--- src/rtl/difftest_step_pkg.sv ---
// Shared types and constants for the difftest step batcher.
package difftest_step_pkg;

    typedef enum logic [0:0] {
        StRun  = 1'b0,
        StHalt = 1'b1
    } step_state_e;

    // simv_result value meaning "software has not reported a verdict yet".
    localparam logic [7:0] STEP_RESULT_NONE = 8'h0;

endpackage

--- src/rtl/difftest_step_timer.sv ---
// Idle-batch timer: counts cycles a partial batch has waited, flags the last allowed cycle.
module difftest_step_timer #(
    parameter int unsigned TIMEOUT = 1024
) (
    input  logic clk_i,
    input  logic reset_i,
    input  logic clr_i,
    input  logic en_i,
    output logic tc_o
);

    // Wide enough to hold TIMEOUT-1 even when TIMEOUT is 1.
    localparam int unsigned CntWidth = $clog2(TIMEOUT + 1);

    logic [CntWidth-1:0] count_q, count_d;

    // Clear wins over enable; the owner clears on every emission or empty accumulator.
    always_comb begin
        count_d = count_q;
        if (clr_i) begin
            count_d = '0;
        end else if (en_i) begin
            count_d = count_q + CntWidth'(1);
        end
    end

    // Counter register with synchronous reset.
    always_ff @(posedge clk_i) begin
        if (reset_i) begin
            count_q <= '0;
        end else begin
            count_q <= count_d;
        end
    end

    assign tc_o = (count_q == CntWidth'(TIMEOUT - 1));

endmodule

--- src/rtl/difftest_step_batcher.sv ---
// Batches checkable DUT cycles into one-cycle step counts; halts after the final flush.
module difftest_step_batcher
    import difftest_step_pkg::*;
#(
    parameter int unsigned STEP_WIDTH = 8,
    parameter int unsigned BATCH_SIZE = 64,
    parameter int unsigned TIMEOUT    = 1024
) (
    input  logic                  clock,
    input  logic                  reset,
    input  logic                  in_valid,
    input  logic                  flush_req,
    input  logic [7:0]            simv_result,
    output logic [STEP_WIDTH-1:0] step,
    output logic [STEP_WIDTH-1:0] pending,
    output logic                  halted
);

    step_state_e           state_q, state_d;
    logic [STEP_WIDTH-1:0] acc_q, acc_d;
    logic [STEP_WIDTH-1:0] step_q, step_d;
    logic [STEP_WIDTH-1:0] acc_next;
    logic                  acc_next_nz;
    logic                  final_req;
    logic                  emit;
    logic                  timer_clr;
    logic                  timer_en;
    logic                  timer_tc;

    difftest_step_timer #(
        .TIMEOUT(TIMEOUT)
    ) u_timer (
        .clk_i  (clock),
        .reset_i(reset),
        .clr_i  (timer_clr),
        .en_i   (timer_en),
        .tc_o   (timer_tc)
    );

    // Emission decision and next state; all triggers collapse into a single emission.
    always_comb begin
        acc_next    = acc_q + STEP_WIDTH'(in_valid);
        acc_next_nz = (acc_next != '0);
        final_req   = (simv_result != STEP_RESULT_NONE);
        emit        = 1'b0;
        state_d     = state_q;
        acc_d       = acc_q;
        step_d      = '0;
        timer_clr   = 1'b1;
        timer_en    = 1'b0;
        case (state_q)
            StRun: begin
                emit = (acc_next == STEP_WIDTH'(BATCH_SIZE))
                    || (timer_tc && acc_next_nz)
                    || (flush_req && acc_next_nz)
                    || final_req;
                if (emit) begin
                    // An empty final flush still emits, leaving step at 0.
                    step_d = acc_next;
                    acc_d  = '0;
                end else begin
                    acc_d     = acc_next;
                    timer_clr = !acc_next_nz;
                    timer_en  = acc_next_nz;
                end
                if (final_req) begin
                    state_d = StHalt;
                end
            end
            StHalt: begin
                acc_d = '0;
            end
            default: begin
                state_d = StRun;
                acc_d   = '0;
            end
        endcase
    end

    // State, accumulator and step registers with synchronous reset.
    always_ff @(posedge clock) begin
        if (reset) begin
            state_q <= StRun;
            acc_q   <= '0;
            step_q  <= '0;
        end else begin
            state_q <= state_d;
            acc_q   <= acc_d;
            step_q  <= step_d;
        end
    end

    assign step    = step_q;
    assign pending = acc_q;
    assign halted  = (state_q == StHalt);

endmodule

--- config.mk ---
export PLATFORM = sky130hd
export DESIGN_NAME = difftest_step_batcher
export DESIGN_NICKNAME = d
export VERILOG_FILES = /design/src/rtl/difftest_step_pkg.sv /design/src/rtl/difftest_step_timer.sv /design/src/rtl/difftest_step_batcher.sv
export SDC_FILE = /design/constraint.sdc
export NUM_CORES = 1
export LEC_CHECK = 0
export ABC_AREA = 1
export BUFFER_PORTS_ARGS = -buffer_cell sky130_fd_sc_hd__buf_2
export CORE_UTILIZATION = 51
export DETAILED_ROUTE_END_ITERATION = 12
export PLACE_DENSITY = 0.75
export SYNTH_ARGS = -nofsm -noshare
export SYNTH_HDL_FRONTEND = slang
export SYNTH_SLANG_ARGS = --single-unit
--- constraint.sdc ---
create_clock -name clock -period 2.6 [get_ports clock]
set_input_delay 0.52 -clock clock [delete_from_list [all_inputs] [get_ports clock]]
set_output_delay 0.52 -clock clock [all_outputs]
set_load 0.005 [all_outputs]
# Word level (Yosys, flattened, before mapping)
# Cells that the tools add are included.
# op_classes
addsub	2
n_eq_ne	2
mux	8
bitwise	2
n_reduce_logical	10
# op_table
operator	count
$pmux W8 S2	1
$reduce_bool A8 Y1	2
$add A11 B1 Y11 const B	1
$eq A11 B10 Y1 const B	1
$add A8 B1 Y8	1
$eq A8 B7 Y1 const B	1
$mux W8	1
$mux W1	6
$logic_or A1 B1 Y1	3
$reduce_or A3 Y1	1
$logic_and A1 B1 Y1	2
$not A1 Y1	2
$reduce_or A2 Y1	1
$logic_not A1 Y1	1
# word_totals
regBits	28
in_bits	12
out_inout_bits	17
word_cells	28

# Depth between registers and ports, before layout
# depth
word_depth	9
mapped_depth	14
mapped_depth_nobuf	13

# By module
# A second synthesis with hierarchy kept.
# unflattened
hier_cells	174
hier_area_um2	1258.7
# by_module_without_submodules
mod	n_inst	cells_per_inst	area_each_um2	seq_area_each_um2
difftest_step_batcher	1	101	725.7	340.3
difftest_step_timer	1	73	533.0	220.2

# Worst setup path before layout
# No wires, ideal clock.
# synth_timing
path_kind	input to register
from	input port in_valid
to	register step_q[0] (netlist: step[0])
setup_ns	0.132
arrival_time_ns	2.005
slack_ns	0.464
cell_stages	12
path_cell_list	ha_1 -> ha_1 -> inv_1 -> nand2_1 -> a21oi_1 -> nand2_1 -> nor2_1 -> nand2_1 -> nand2_2 -> inv_2 -> o21ai_1 -> nor2_1
# synth_between
elab_chain_len	8
elab_cells_between_ends	10
classes_between	1 x add/sub; 1 x eq/ne; 1 x bitwise; 7 x reduce/logical
# synth_rtl
element	line	rtl
start: declaration	difftest_step_batcher.sv:11	input logic in_valid,
$add A8 B1 Y8 (*)	difftest_step_batcher.sv:42	acc_next = acc_q + STEP_WIDTH'(in_valid);
via acc_next[1]	difftest_step_batcher.sv:22	logic [STEP_WIDTH-1:0] acc_next;
$reduce_bool A8 Y1	difftest_step_batcher.sv:43	acc_next_nz = (acc_next != '0);
$logic_and A1 B1 Y1	difftest_step_batcher.sv:54	|| (timer_tc && acc_next_nz)
$logic_or A1 B1 Y1	difftest_step_batcher.sv:54	
$logic_or A1 B1 Y1 (*)	difftest_step_batcher.sv:55	|| (flush_req && acc_next_nz)
$logic_or A1 B1 Y1 (*)	difftest_step_batcher.sv:56	|| final_req;
$not A1 Y1 (no source line) (*)	-	
$reduce_or A3 Y1 (no source line) (*)	-	
end signal: assignment	difftest_step_batcher.sv:89	step_q <= step_d;
end: declaration	difftest_step_batcher.sv:21	logic [STEP_WIDTH-1:0] step_q, step_d;
# Mark *: on every way through the listed nets, which the timed path passes. The rest lies on a longest branch.
# A chain may end at the register's enable or synchronous reset.

# Worst setup path in the final report
# layout_timing
from	register acc_q[0] (netlist: pending[0])
to	register u_timer.count_q[2]
# layout_between
elab_chain_len	9
elab_cells_between_ends	14
classes_between	1 x add/sub; 1 x eq/ne; 4 x mux; 8 x reduce/logical
# layout_rtl
element	line	rtl
start: declaration	difftest_step_batcher.sv:20	logic [STEP_WIDTH-1:0] acc_q, acc_d;
start signal: assignment	difftest_step_batcher.sv:84	acc_q <= '0;
start signal: assignment	difftest_step_batcher.sv:88	acc_q <= acc_d;
$add A8 B1 Y8 (*)	difftest_step_batcher.sv:42	
via acc_next[1]	difftest_step_batcher.sv:22	
$reduce_bool A8 Y1	difftest_step_batcher.sv:43	
$logic_and A1 B1 Y1	difftest_step_batcher.sv:54	
$logic_or A1 B1 Y1	difftest_step_batcher.sv:54	
$logic_or A1 B1 Y1	difftest_step_batcher.sv:55	
$logic_or A1 B1 Y1	difftest_step_batcher.sv:56	
$mux W1	difftest_step_batcher.sv:57	if (emit) begin
$mux W1	difftest_step_batcher.sv:51	case (state_q)
$reduce_or A2 Y1 (no source line)	-	
end signal: assignment	difftest_step_timer.sv:32	count_q <= count_d;
end: declaration	difftest_step_timer.sv:15	logic [CntWidth-1:0] count_q, count_d;
# Marks and branches as above.

==> results.md <==
* Pwr Density at 512 nW/um^2
* Routed WL at 2210 um
* Post-DP HPWL at 1750 um
* Largest net degree at the start of global routing at 17
* Cell area after layout at 1440 um^2
* Total GRT Usage at 0.203
* Hold violation total from the final report at 0
* Multiplexer share of the synthesized area at 0
* Die X at 50.8 um
* Clock Power Share at 0.383
* Final period utilization at 0.836
* DR WL/cell at 10.1 um
* Depth of the CTS H-tree at 1
* Sequential power share at 0.586
* CTS tree: built
* Die Area at 2580 um^2
* Worst Path Required at 2.86 ns
* Number of max-cap violations at 0
* Fin nets at 206
* Status: finished, final reports clean
* First-pass GRT wire length at 3910 um
* Crit end category: register
* Total negative slack at 0 ns
* Adder-cell area share of the yosys netlist at 0.0309
* Min cycle time layout at 2.17 ns
* Worst-case clock skew at 0.00429 ns
* Share of cells above drive strength 1 at 0.268
* Xor and xnor area share after synthesis at 0.0432
* Commonest non-fill, non-tap cell in the layout: nand2_1
* Reg2reg setup slack at 0.43 ns
* Routed Antenna Nets at 0
* F_max at 460 MHz
* RePlAce Congestion at 0.832
* P_int at 0.598 mW
* Post-synth cell types at 24
* # hold bufs at CTS at 0
* Clk buf depth at 2
* Die Ht at 50.8 um
* Clk sinks at 28
* ANT cells at 0
* Maximum vdd ir drop at 0.361 mV
* Complex-gate fraction of the synthesized area at 0.0494
* Largest family of logic cells by synthesized area: simple AND/OR/NAND/NOR gates
* Crit-path max FO at 11
* Met3 WL at 91 um
* Max-slew violations at 0
* Clock-pin slew on the worst setup and hold paths at 0.15 ns
* Via density at 4.83
* Worst Tran Pin Value at 0.375 ns
* RSZ-0062 raised after global routing: false
* YS warnings at 0
* Sw frac at 0.188
* Initial antenna violation count at 0
* Slew headroom at 0.748
* IO buf count at 28
* Critical path launch point type: register
* Simple-gate share of the synthesized area at 0.348
* Highest metal used: met4
* Number of remaining DRC errors at 0
* CP Class: reg2reg
* Area grow syn2layout at 18.4%
* Syn avg cell area at 7.70 um^2
* CTS buffer count at 3
* Met1 WL at 1100 um
* Sequential-to-total area share from yosys stat at 0.461
* FP Rows at 17
* Root buf cell: clkbuf_4
* Post-CTS Setup Bufs at 0
* Post-place instance area at 1390 um^2
* Clk_lat worst skew at 0.33 ns
* Initial DRC Count at 13
* Syn_nets at 173
* Post-layout util at 0.645
* Cell count after synthesis at 158
* HP Class: in2reg
* Met2 WL at 977 um
* Iteration count of the initial detailed-routing pass at 4
* Vias in the first global route at 947
* Leakage power at 0.602 nW
* IO Pins at 29
* Post-synthesis cell area at 1220 um^2
* Core area at 2230 um^2
* Comb pwr share at 0.031
* Flops & latches, synth at 28
* Arr. time, crit path at 2.44 ns
* Cts repair resizes at 0
* Filler cells at 196
* Count of final setup violators at 0
* Leading cell types in the layout, fill and taps excluded: nand2_1, dfxtp_1, buf_2
* GR Overflow Total at 0
* Via Count at 1,053
* Starting Density at 0.545
* Psw at 0.139 mW
==> layout make-up <==
class / count / area [um^2] / share of cell area
multi-input cells: 110 / 573 / 0.398
flip-flops and latches: 28 / 561 / 0.389
repair buffers: 29 / 148 / 0.103
inverters: 19 / 71.3 / 0.0495
well taps: 28 / 35.0 / 0.0243
clock inverters: 1 / 30.0 / 0.0209
clock buffers: 3 / 22.5 / 0.0156
==> kinds of logic after synthesis <==
group           count (synthesis)
xor+xnor                        6
compound gates                  9
simple gates                   92
fa+ha+maj                       3
flops                          28
buf+inv                        20
==> sequential cells by signal (all words and copies together) (netlist names) <==
signal	count
step	8
u_timer.count_q	11
halted	1
pending	8
==> stage by stage <==
stage / setup WS [ns] / hold slack, ns / power, mW / instances
global placement: 0.163 / 0.440 / 0.463 / 214
finish: 0.426 / 0.352 / 0.737 / 218
floorplan: 0.464 / 0.427 / 0.451 / 158
CTS: 0.406 / 0.343 / 0.744 / 218
detailed placement: 0.0998 / 0.457 / 0.464 / 214
global route: 0.186 / 0.329 / 0.766 / 218
==> final timing paths <==
check,from,end,depth (start not counted)
max,pending[0],u_timer.count_q[2],13
min,reset,halted,2
max reg2reg,pending[0],u_timer.count_q[2],13
min reg2reg,u_timer.count_q[0],u_timer.count_q[0],1
==> per-layer routing <==
layer,vias to the layer above,GRT usage
li1,563,-
met1,452,0.268
met2,33,0.318
met3,5,0.0357
met4,0,0.102
met5,-,0
==> cells in the mapped netlist <==
cell type / number / share of area
a21oi_1: 2 / 0.0082
a21oi_2: 4 / 0.029
and2_1: 1 / 0.0051
buf_6: 1 / 0.0093
dfxtp_1: 28 / 0.46
ha_1: 3 / 0.031
inv_1: 18 / 0.056
inv_2: 1 / 0.0031
nand2_1: 31 / 0.096
nand2_2: 2 / 0.010
nand3_1: 11 / 0.045
nand3_2: 1 / 0.0082
nand3b_1: 1 / 0.0062
nand4_1: 2 / 0.010
nor2_1: 27 / 0.083
nor2_2: 7 / 0.036
nor2_4: 1 / 0.0093
nor3_1: 3 / 0.012
nor4_1: 3 / 0.015
o21ai_0: 2 / 0.0082
o21ai_1: 1 / 0.0041
or2_2: 2 / 0.010
xnor2_1: 2 / 0.014
xor2_1: 4 / 0.029
==> power groups by stage <==
stage | Clock, mW | Sequential, mW | Combinational (mW)
floorplan | 0 | 0.441 | 0.00993
global placement | 0 | 0.441 | 0.0225
detailed placement | 0 | 0.441 | 0.0231
CTS | 0.289 | 0.432 | 0.0231
global route | 0.308 | 0.432 | 0.0257
finish | 0.282 | 0.432 | 0.0230
==> worst max-delay path, stage by stage (launching register included) <==
cell and delay [ns]:
dfxtp_1 0.34, ha_1 0.22, ha_1 0.28, inv_1 0.08, nand2_1 0.05, a21oi_1 0.11
nand2_1 0.07, nor2_1 0.16, nand2_1 0.09, nand2_2 0.07, inv_2 0.05, nor2_4 0.11
nand3_2 0.27, nor3_1 0.21
(Power assumes the default switching activity.)
